### src/rtl/stream_out_fifo_if.sv
// stream_out_fifo_if: valid/ready/data stream bundle used on both sides of the elastic buffer.
interface stream_out_fifo_if #(parameter int WIDTH = 128);
  logic             valid;
  logic             rdy;
  logic [WIDTH-1:0] data;
  modport master (output valid, data, input rdy);
  modport slave (input valid, data, output rdy);
endinterface

### src/rtl/stream_out_fifo.sv
// stream_out_fifo: first-word-fall-through elastic buffer from a stream producer to the OUT port.
// Defining STREAM_FIFO_STATS_EN builds the popped-beat and stall counters; otherwise they read 0.
module stream_out_fifo #(
  parameter  int WIDTH = 128,
  parameter  int DEPTH = 16,
  localparam int AW    = $clog2(DEPTH)
) (
  input  logic                     clk,
  input  logic                     rst,
  stream_out_fifo_if.slave         src,
  stream_out_fifo_if.master        dst,
  output logic [AW:0]              level,
  output logic [31:0]              beat_cnt,
  output logic [31:0]              stall_cnt
);
  localparam logic [AW:0] full_lvl = (AW+1)'(DEPTH);
  localparam logic [AW:0] one_lvl  = (AW+1)'(1);
  localparam logic [AW-1:0] one_ptr = AW'(1);
  logic [WIDTH-1:0] mem [DEPTH];
  logic [AW-1:0]    wr_ptr, rd_ptr;
  logic             push, pop;
  // Ready comes from registered level only, so out_rdy never ripples back to the producer.
  assign src.rdy   = ~rst & (level != full_lvl);
  assign dst.valid = level != '0;
  assign dst.data  = mem[rd_ptr];
  assign push      = src.valid & src.rdy;
  assign pop       = dst.valid & dst.rdy;
  always_ff @(posedge clk)
    if (push) mem[wr_ptr] <= src.data;
  always_ff @(posedge clk or posedge rst)
    if (rst) begin
      wr_ptr <= '0;
      rd_ptr <= '0;
      level  <= '0;
    end else begin
      if (push) wr_ptr <= wr_ptr + one_ptr;
      if (pop) rd_ptr <= rd_ptr + one_ptr;
      level <= (push == pop) ? level : push ? level + one_lvl : level - one_lvl;
    end
`ifdef STREAM_FIFO_STATS_EN
  always_ff @(posedge clk or posedge rst)
    if (rst) begin
      beat_cnt  <= '0;
      stall_cnt <= '0;
    end else begin
      if (pop) beat_cnt <= beat_cnt + 32'd1;
      if (dst.valid & ~dst.rdy) stall_cnt <= stall_cnt + 32'd1;
    end
`else
  assign beat_cnt  = '0;
  assign stall_cnt = '0;
`endif
endmodule

### src/flat_wrapper.sv
// flat-port wrapper written by rule: the top's interface ports become plain ports
module stream_out_fifo_flat 
#(
  parameter  int WIDTH = 128,
  parameter  int DEPTH = 16,
  localparam int AW    = $clog2(DEPTH)
)
  (clk, rst, level, beat_cnt, stall_cnt, src_valid, src_data, src_rdy, dst_valid, dst_data, dst_rdy);
  stream_out_fifo_if #(.WIDTH(WIDTH)) src_i ();
  stream_out_fifo_if #(.WIDTH(WIDTH)) dst_i ();
  input  logic clk;
  input  logic rst;
  output logic [AW:0] level;
  output logic [31:0] beat_cnt;
  output logic [31:0] stall_cnt;
  input wire logic [$bits(src_i.valid)-1:0] src_valid;
  input wire logic [$bits(src_i.data)-1:0] src_data;
  output wire logic [$bits(src_i.rdy)-1:0] src_rdy;
  output wire logic [$bits(dst_i.valid)-1:0] dst_valid;
  output wire logic [$bits(dst_i.data)-1:0] dst_data;
  input wire logic [$bits(dst_i.rdy)-1:0] dst_rdy;
  assign src_i.valid = src_valid;
  assign src_i.data = src_data;
  assign src_rdy = src_i.rdy;
  assign dst_valid = dst_i.valid;
  assign dst_data = dst_i.data;
  assign dst_i.rdy = dst_rdy;
  stream_out_fifo #(.WIDTH(WIDTH), .DEPTH(DEPTH)) u_core (.clk(clk), .rst(rst), .src(src_i), .dst(dst_i), .level(level), .beat_cnt(beat_cnt), .stall_cnt(stall_cnt));
endmodule
### config.mk
export PLATFORM = sky130hd
export DESIGN_NAME = stream_out_fifo_flat
export DESIGN_NICKNAME = d
export VERILOG_FILES = /design/src/rtl/stream_out_fifo_if.sv /design/src/rtl/stream_out_fifo.sv /design/src/flat_wrapper.sv
export SDC_FILE = /design/constraint.sdc
export NUM_CORES = 1
export LEC_CHECK = 0
export CAP_MARGIN = 20
export CORE_AREA = 5 5 542 276
export DETAILED_ROUTE_END_ITERATION = 6
export DIE_AREA = 0 0 547 281
export PLACE_DENSITY = 0.75
export SLEW_MARGIN = 30
export SYNTH_ARGS = -nofsm -noshare
export SYNTH_HDL_FRONTEND = slang
export SYNTH_SLANG_ARGS = --single-unit
### constraint.sdc
create_clock -name clk -period 4.4 [get_ports clk]
set_clock_uncertainty 0.2 [all_clocks]
set_input_delay 0.88 -clock clk [delete_from_list [all_inputs] [get_ports clk]]
set_output_delay 0.88 -clock clk [all_outputs]
set_load 0.02 [all_outputs]
==> results of run 1 <==
## stage by stage
stage | total power [W] | setup slack (ns) | util (%)
after detailed placement | 0.0417 | 0.543 | 57.9
final | 0.0572 | 0.0843 | 62.4
after global routing | 0.0595 | -0.0493 | 62.4
after CTS | 0.0573 | -0.00760 | 62.1
after global placement | 0.0416 | 0.557 | 57.9
after floorplan | 0.0343 | 0.475 | -
## worst paths after layout
kind                                              startpoint                           end  depth (start not counted)
max in group asynchronous                                rst  u_core.rd_ptr[0]$_DFFE_PP0P_                          2
worst max-delay path            u_core.rd_ptr[0]$_DFFE_PP0P_                 dst_data[123]                          7
worst min register to register   u_core.level[2]$_DFFE_PP0P_   u_core.level[2]$_DFFE_PP0P_                          1
min in group clk                 u_core.level[2]$_DFFE_PP0P_   u_core.level[2]$_DFFE_PP0P_                          1
worst min-delay path                                     rst   u_core.level[4]$_DFFE_PP0P_                          2
worst max register to register   u_core.level[0]$_DFFE_PP0P_   u_core.mem[7][93]$_DFFE_PP_                          6
## what timing repair did
item | in CTS | in global routing
cloned | 8 | 5
pin swaps | 0 | 2
buffers inserted | 11 | 4
resized for setup | 131 | 49
setup endpoints to repair | 120 | 41
hold buffers | 0 | 0
## worst max-delay path, delay by kind of cell, from the launching register on
kind / cells / cell delay [ns]
buf+inv: 4 / 0.97
mux: 1 / 0.53
flops: 1 / 0.45
compound gates: 1 / 0.30
simple gates: 1 / 0.18
## state kept, by name, indices dropped and copies added, names as in the netlist
register / flops
u_core.level: 5
u_core.mem: 2048
u_core.rd_ptr: 4
u_core.wr_ptr: 4
## where the power goes
part           switching, W  total [W]  internal, W
logic                0.0104     0.0186      0.00822
registers          0.000382     0.0230       0.0227
clock network       0.00690     0.0156      0.00870
## cell families (layout without fill, tap and decap cells)
| family | count (synthesis) | count (layout) | share of synthesized area, % |
|---|---|---|---|
| XOR/XNOR | 9 | 9 | 0.102 |
| AND/OR/NAND/NOR | 176 | 176 | 1.02 |
| AO/OA/AOI/OAI | 269 | 269 | 2.49 |
| flip-flops | 2061 | 2061 | 79.7 |
| adder cells (fa/ha/maj) | 9 | 9 | 0.155 |
| buffers and inverters | 240 | 743 | 1.57 |
| other | 1 | 80 | 0.00484 |
| multiplexers | 516 | 516 | 14.9 |
## routing by layer
| layer | track usage [%] | routed length (um) | vias to the layer above |
|---|---|---|---|
| met4 | 5.23 | 3670 | 14 |
| met2 | 36.2 | 87500 | 2362 |
| met5 | 0 | 97 | - |
| li1 | - | - | 14808 |
| met1 | 36.9 | 76700 | 19853 |
| met3 | 6.26 | 20600 | 268 |
## layout make-up
type                    count  area (um^2)
well taps                1919         2400
repair buffers            427         5350
clock buffers             218         4650
inverters                   4         15.0
flip-flops and latches   2061        61800
diodes                     16         40.0
clock inverters            94         1000
multi-input cells        1043        14900
fillers                  9392        54400
## cells in the final DEF (no fill, tap or decap), types with 34 or more instances in the layout
cell type / n
mux4_2: 512
o22ai_1: 73
buf_4: 50
clkbuf_16: 184
edfxtp_1: 2048
clkbuf_1: 37
clkdlybuf4s50_1: 148
conb_1: 64
nor2_1: 34
nand2_1: 89
a22oi_1: 174
buf_12: 74
dlygate4sd2_1: 97
==> impl_metrics.env, run 1 <==
export IMPL_fin_area_um2=90200
export IMPL_synthArstFlopShare_pct=0.631
export IMPL_postPlaceCellArea_um2=83800
export IMPL_wl_per_cell_um=32.6
export IMPL_final_cell_count_no_fill=5782
export IMPL_track_usage_pct=24.3
export IMPL_cp_required_ns=3.32
export IMPL_rows=99
export IMPL_critPathKind="flip-flop to primary output"
export IMPL_tightest_slew_ns=0.691
export IMPL_post_dp_hpwl_um=96300
export IMPL_hold_viol_final=0
export IMPL_synth_commonest_cells="edfxtp_1 (2048), mux4_2 (512), a22oi_1 (181)"
export IMPL_cts_sinks=2061
export IMPL_ir_drop_mv=0.625
export IMPL_grt_pass1_vias=38019
export IMPL_grt_start_max_net_pins=71
export IMPL_setup_viol_count_final=0
export IMPL_drt_total_wl_um=189000
export IMPL_antenna_found_initial=21
export IMPL_vias=37305
export IMPL_drt_first_pass_iters=6
export IMPL_ys_flop_type="edfxtp_1"
export IMPL_globalplace_congestion=0.730
export IMPL_whs_ns=0.399
export IMPL_die_w_um=547
export IMPL_coreArea_um2=145000
export IMPL_slew_headroom_pct=53.6
export IMPL_syn2layout_area_growth_pct=16.3
export IMPL_hp_class="input port to asynchronous set/reset pin"
export IMPL_placed_cells=5426
export IMPL_cts_tree="yes"
export IMPL_yosysMostFrequentCell="edfxtp_1"
export IMPL_io_buffer_count=266
export IMPL_start_util_pct=53.6
export IMPL_detail_route_vias_per_cell=6.45
export IMPL_max_freq_mhz=232
export IMPL_rsz0062_at_grt="true"
export IMPL_avgSynthCellArea_um2=23.6
export IMPL_power_density_nw_per_um2=635
export IMPL_crit_fanout=18
export IMPL_syn_area_um2=77500
export IMPL_synth_top_area_cell="edfxtp_1"
export IMPL_fin_nets=3854
export IMPL_die_area_um2=154000
export IMPL_rrSetupSlack_ns=1.33
export IMPL_clockRootBuffer="clkbuf_16"
export IMPL_end_kind="primary output"
export IMPL_period_needed_ns=4.32
export IMPL_ys_top_cells_by_area="edfxtp_1 (79%), mux4_2 (15%), a22oi_1 (1.8%)"
export IMPL_clk_latency_ns=0.78
export IMPL_maxCapViolations=0
export IMPL_cp_arrival_ns=3.24
export IMPL_critPathSlowestCell="mux4_2"
export IMPL_synth_cells=3281
export IMPL_grt_overflow_total=0
export IMPL_dieHeight_um=281
export IMPL_ant_nets=0
export IMPL_leakagePower_nw=28.7
export IMPL_synth_edf_count=2048
export IMPL_yosysTopAreaCellShare_pct=79.3
export IMPL_slew_viol_final=0
export IMPL_pin_count=331
export IMPL_outcome="completed"
export IMPL_fin_crit_sh_pct=98.1
export IMPL_path_clk_slew_ns=0.06
export IMPL_clock_path_buffers=4
export IMPL_cts_buffers=176
export IMPL_remaining_drc_errors=0
export IMPL_crit_path_frequent_cell="buf_16"
export IMPL_worstPathCellList="buf_12 -> buf_16 -> buf_16 -> mux4_2 -> a22oi_1 -> nand2_1 -> dlygate4sd2_1"
export IMPL_ys_seq_area_share_pct=79.7
export IMPL_drive_gt1_share_pct=25.3
export IMPL_worst_setup_path_start_kind="flip-flop"
export IMPL_htree_levels=4
export IMPL_yosysUniqueCellTypes=39
export IMPL_worst_path_largest_cell_delay_ns=0.53
export IMPL_grt_pass1_wl_um=271000
export IMPL_drtIter0Drc=5279
export IMPL_fin_tns_setup_ns=0
export IMPL_ys_ff_latch=2061
export IMPL_yosys_warnings=0
No activity file was read; power rests on OpenSTA's default activity.
==> run 2: changes to the inputs <==
--- a/config.mk
+++ b/config.mk
@@ -10,6 +10,7 @@
 export DETAILED_ROUTE_END_ITERATION = 6
 export DIE_AREA = 0 0 547 281
 export PLACE_DENSITY = 0.75
+export RECOVER_POWER = 25
 export SLEW_MARGIN = 30
 export SYNTH_ARGS = -nofsm -noshare
 export SYNTH_HDL_FRONTEND = slang
==> impl_metrics.env, run 2 (same netlist as run 1, synthesis figures left out) <==
export IMPL_setup_viol_count_final=0
export IMPL_rows=99
export IMPL_drt_total_wl_um=189000
export IMPL_pin_count=331
export IMPL_coreArea_um2=145000
export IMPL_leakagePower_nw=28.7
export IMPL_crit_fanout=18
export IMPL_grt_pass1_vias=38019
export IMPL_p_sw_w=0.0177
export IMPL_power_density_nw_per_um2=635
export IMPL_antenna_found_initial=33
export IMPL_path_clk_slew_ns=0.06
export IMPL_switching_share_pct=30.9
export IMPL_period_needed_ns=4.32
export IMPL_drive_gt1_share_pct=25.3
export IMPL_reg_top3="u_core.mem (2048), u_core.level (5)"
export IMPL_die_w_um=547
export IMPL_hold_viol_final=0
export IMPL_hp_class="flip-flop to flip-flop"
export IMPL_clock_path_buffers=4
export IMPL_wl_per_cell_um=32.6
export IMPL_critPathSlowestCell="mux4_2"
export IMPL_rsz0062_at_grt="true"
export IMPL_worst_path_largest_cell_delay_ns=0.53
export IMPL_htree_levels=4
export IMPL_slew_headroom_pct=53.4
export IMPL_cp_required_ns=3.32
export IMPL_grt_start_max_net_pins=71
export IMPL_clk_latency_ns=0.78
export IMPL_largest_reg_flops=2048
export IMPL_crit_path_frequent_cell="buf_16"
export IMPL_drtIter0Drc=5159
export IMPL_ctsHoldBuffers=0
export IMPL_start_util_pct=53.6
export IMPL_maxCapViolations=0
export IMPL_critPathKind="flip-flop to primary output"
export IMPL_tightest_slew_ns=0.693
export IMPL_fin_nets=3854
export IMPL_track_usage_pct=24.3
export IMPL_globalplace_congestion=0.730
export IMPL_postPlaceCellArea_um2=83800
export IMPL_pwr_share_comb_pct=32.5
export IMPL_drt_first_pass_iters=5
export IMPL_fin_tns_setup_ns=0
export IMPL_ant_nets=0
export IMPL_fin_crit_sh_pct=98.1
export IMPL_ir_drop_mv=0.627
export IMPL_dieHeight_um=281
export IMPL_fin_area_um2=90200
export IMPL_grt_overflow_total=0
export IMPL_cts_tree="yes"
export IMPL_worst_setup_path_start_kind="flip-flop"
export IMPL_end_kind="primary output"
export IMPL_vias=37461
export IMPL_layout_commonest_cell="edfxtp_1"
export IMPL_max_freq_mhz=232
export IMPL_remaining_drc_errors=0
export IMPL_syn2layout_area_growth_pct=16.3
export IMPL_critPathTopFamily="buffers and inverters"
export IMPL_cts_sinks=2061
export IMPL_io_buffer_count=266
export IMPL_final_cell_mix="edfxtp_1 (2048), mux4_2 (512), clkbuf_16 (184)"
export IMPL_post_dp_hpwl_um=96300
export IMPL_clockRootBuffer="clkbuf_16"
export IMPL_seq_power_share_pct=40.2
export IMPL_crit_buf_inv=4
export IMPL_die_area_um2=154000
export IMPL_outcome="completed"
export IMPL_largest_register="u_core.mem"
export IMPL_detail_route_vias_per_cell=6.47
export IMPL_cts_buffers=176
export IMPL_grt_pass1_wl_um=271000
export IMPL_total_power_w=0.0572
export IMPL_cp_arrival_ns=3.24
export IMPL_utilization_pct=62.4
export IMPL_worstPathCellList="buf_12 -> buf_16 -> buf_16 -> mux4_2 -> a22oi_1 -> nand2_1 -> dlygate4sd2_1"
export IMPL_p_int_w=0.0396
export IMPL_p_clk_share_pct=27.3
export IMPL_slew_viol_final=0
[run 2: changes by cell type in the layout (fill, tap and decap cells not counted)]
cell / delta
clkdlybuf4s50_1: -74
diode_2: +4
dlygate4sd3_1: +74
[run 2: metrics by stage]
stage	hold slack, ns	std cells	setup WS [ns]
2_1_floorplan	0.321	3344	0.475
3_3_place_gp	0.384	5426	0.557
3_5_place_dp	0.401	5426	0.543
4_1_cts	0.365	5757	-0.00760
5_1_grt	0.452	5772	-0.0493
6_report	0.419	5786	0.0839
[run 2: routing by layer]
layer  vias up  routed length [um]  track usage (%)
li1      14818                   -                -
met1     20003               76900             36.9
met2      2354               87600             36.2
met3       272               20400             6.26
met4        14                3760             5.23
met5         -                  93                0
[run 2: cell type report]
class	instances	area, um^2
Antenna cell	20	50.0
Clock buffer	218	4650
Clock inverter	94	1000
Fill cell	9392	54400
Inverter	4	15.0
Multi-Input combinational cell	1043	14900
Sequential cell	2061	61800
Tap cell	1919	2400
Timing Repair Buffer	427	5350
[run 2: power groups by stage]
stage,combinational [W],sequential [W],clock [W]
floorplan,0.0110,0.0233,0
global placement,0.0181,0.0234,0
detailed placement,0.0182,0.0235,0
CTS,0.0185,0.0230,0.0158
global route,0.0197,0.0231,0.0168
finish,0.0186,0.0230,0.0156
[run 2: final timing paths]
check,slack (ns),depth (start not counted),start,end
worst max-delay path,0.08,7,u_core.rd_ptr[0]$_DFFE_PP0P_,dst_data[123]
worst min-delay path,0.42,1,u_core.level[2]$_DFFE_PP0P_,u_core.level[2]$_DFFE_PP0P_
min in group asynchronous,0.52,2,rst,u_core.level[4]$_DFFE_PP0P_
worst max register to register,1.33,8,u_core.level[0]$_DFFE_PP0P_,u_core.level[4]$_DFFE_PP0P_
max in group asynchronous,2.97,2,rst,u_core.rd_ptr[0]$_DFFE_PP0P_
worst min register to register,0.42,1,u_core.level[2]$_DFFE_PP0P_,u_core.level[2]$_DFFE_PP0P_
[run 2: repair_timing]
item                                    4_1_cts  5_1_grt
cloned                                        8        5
endpoints found under the setup margin      120       41
setup buffers                                11        4
resized for setup                           131       49
pin swaps                                     0        2
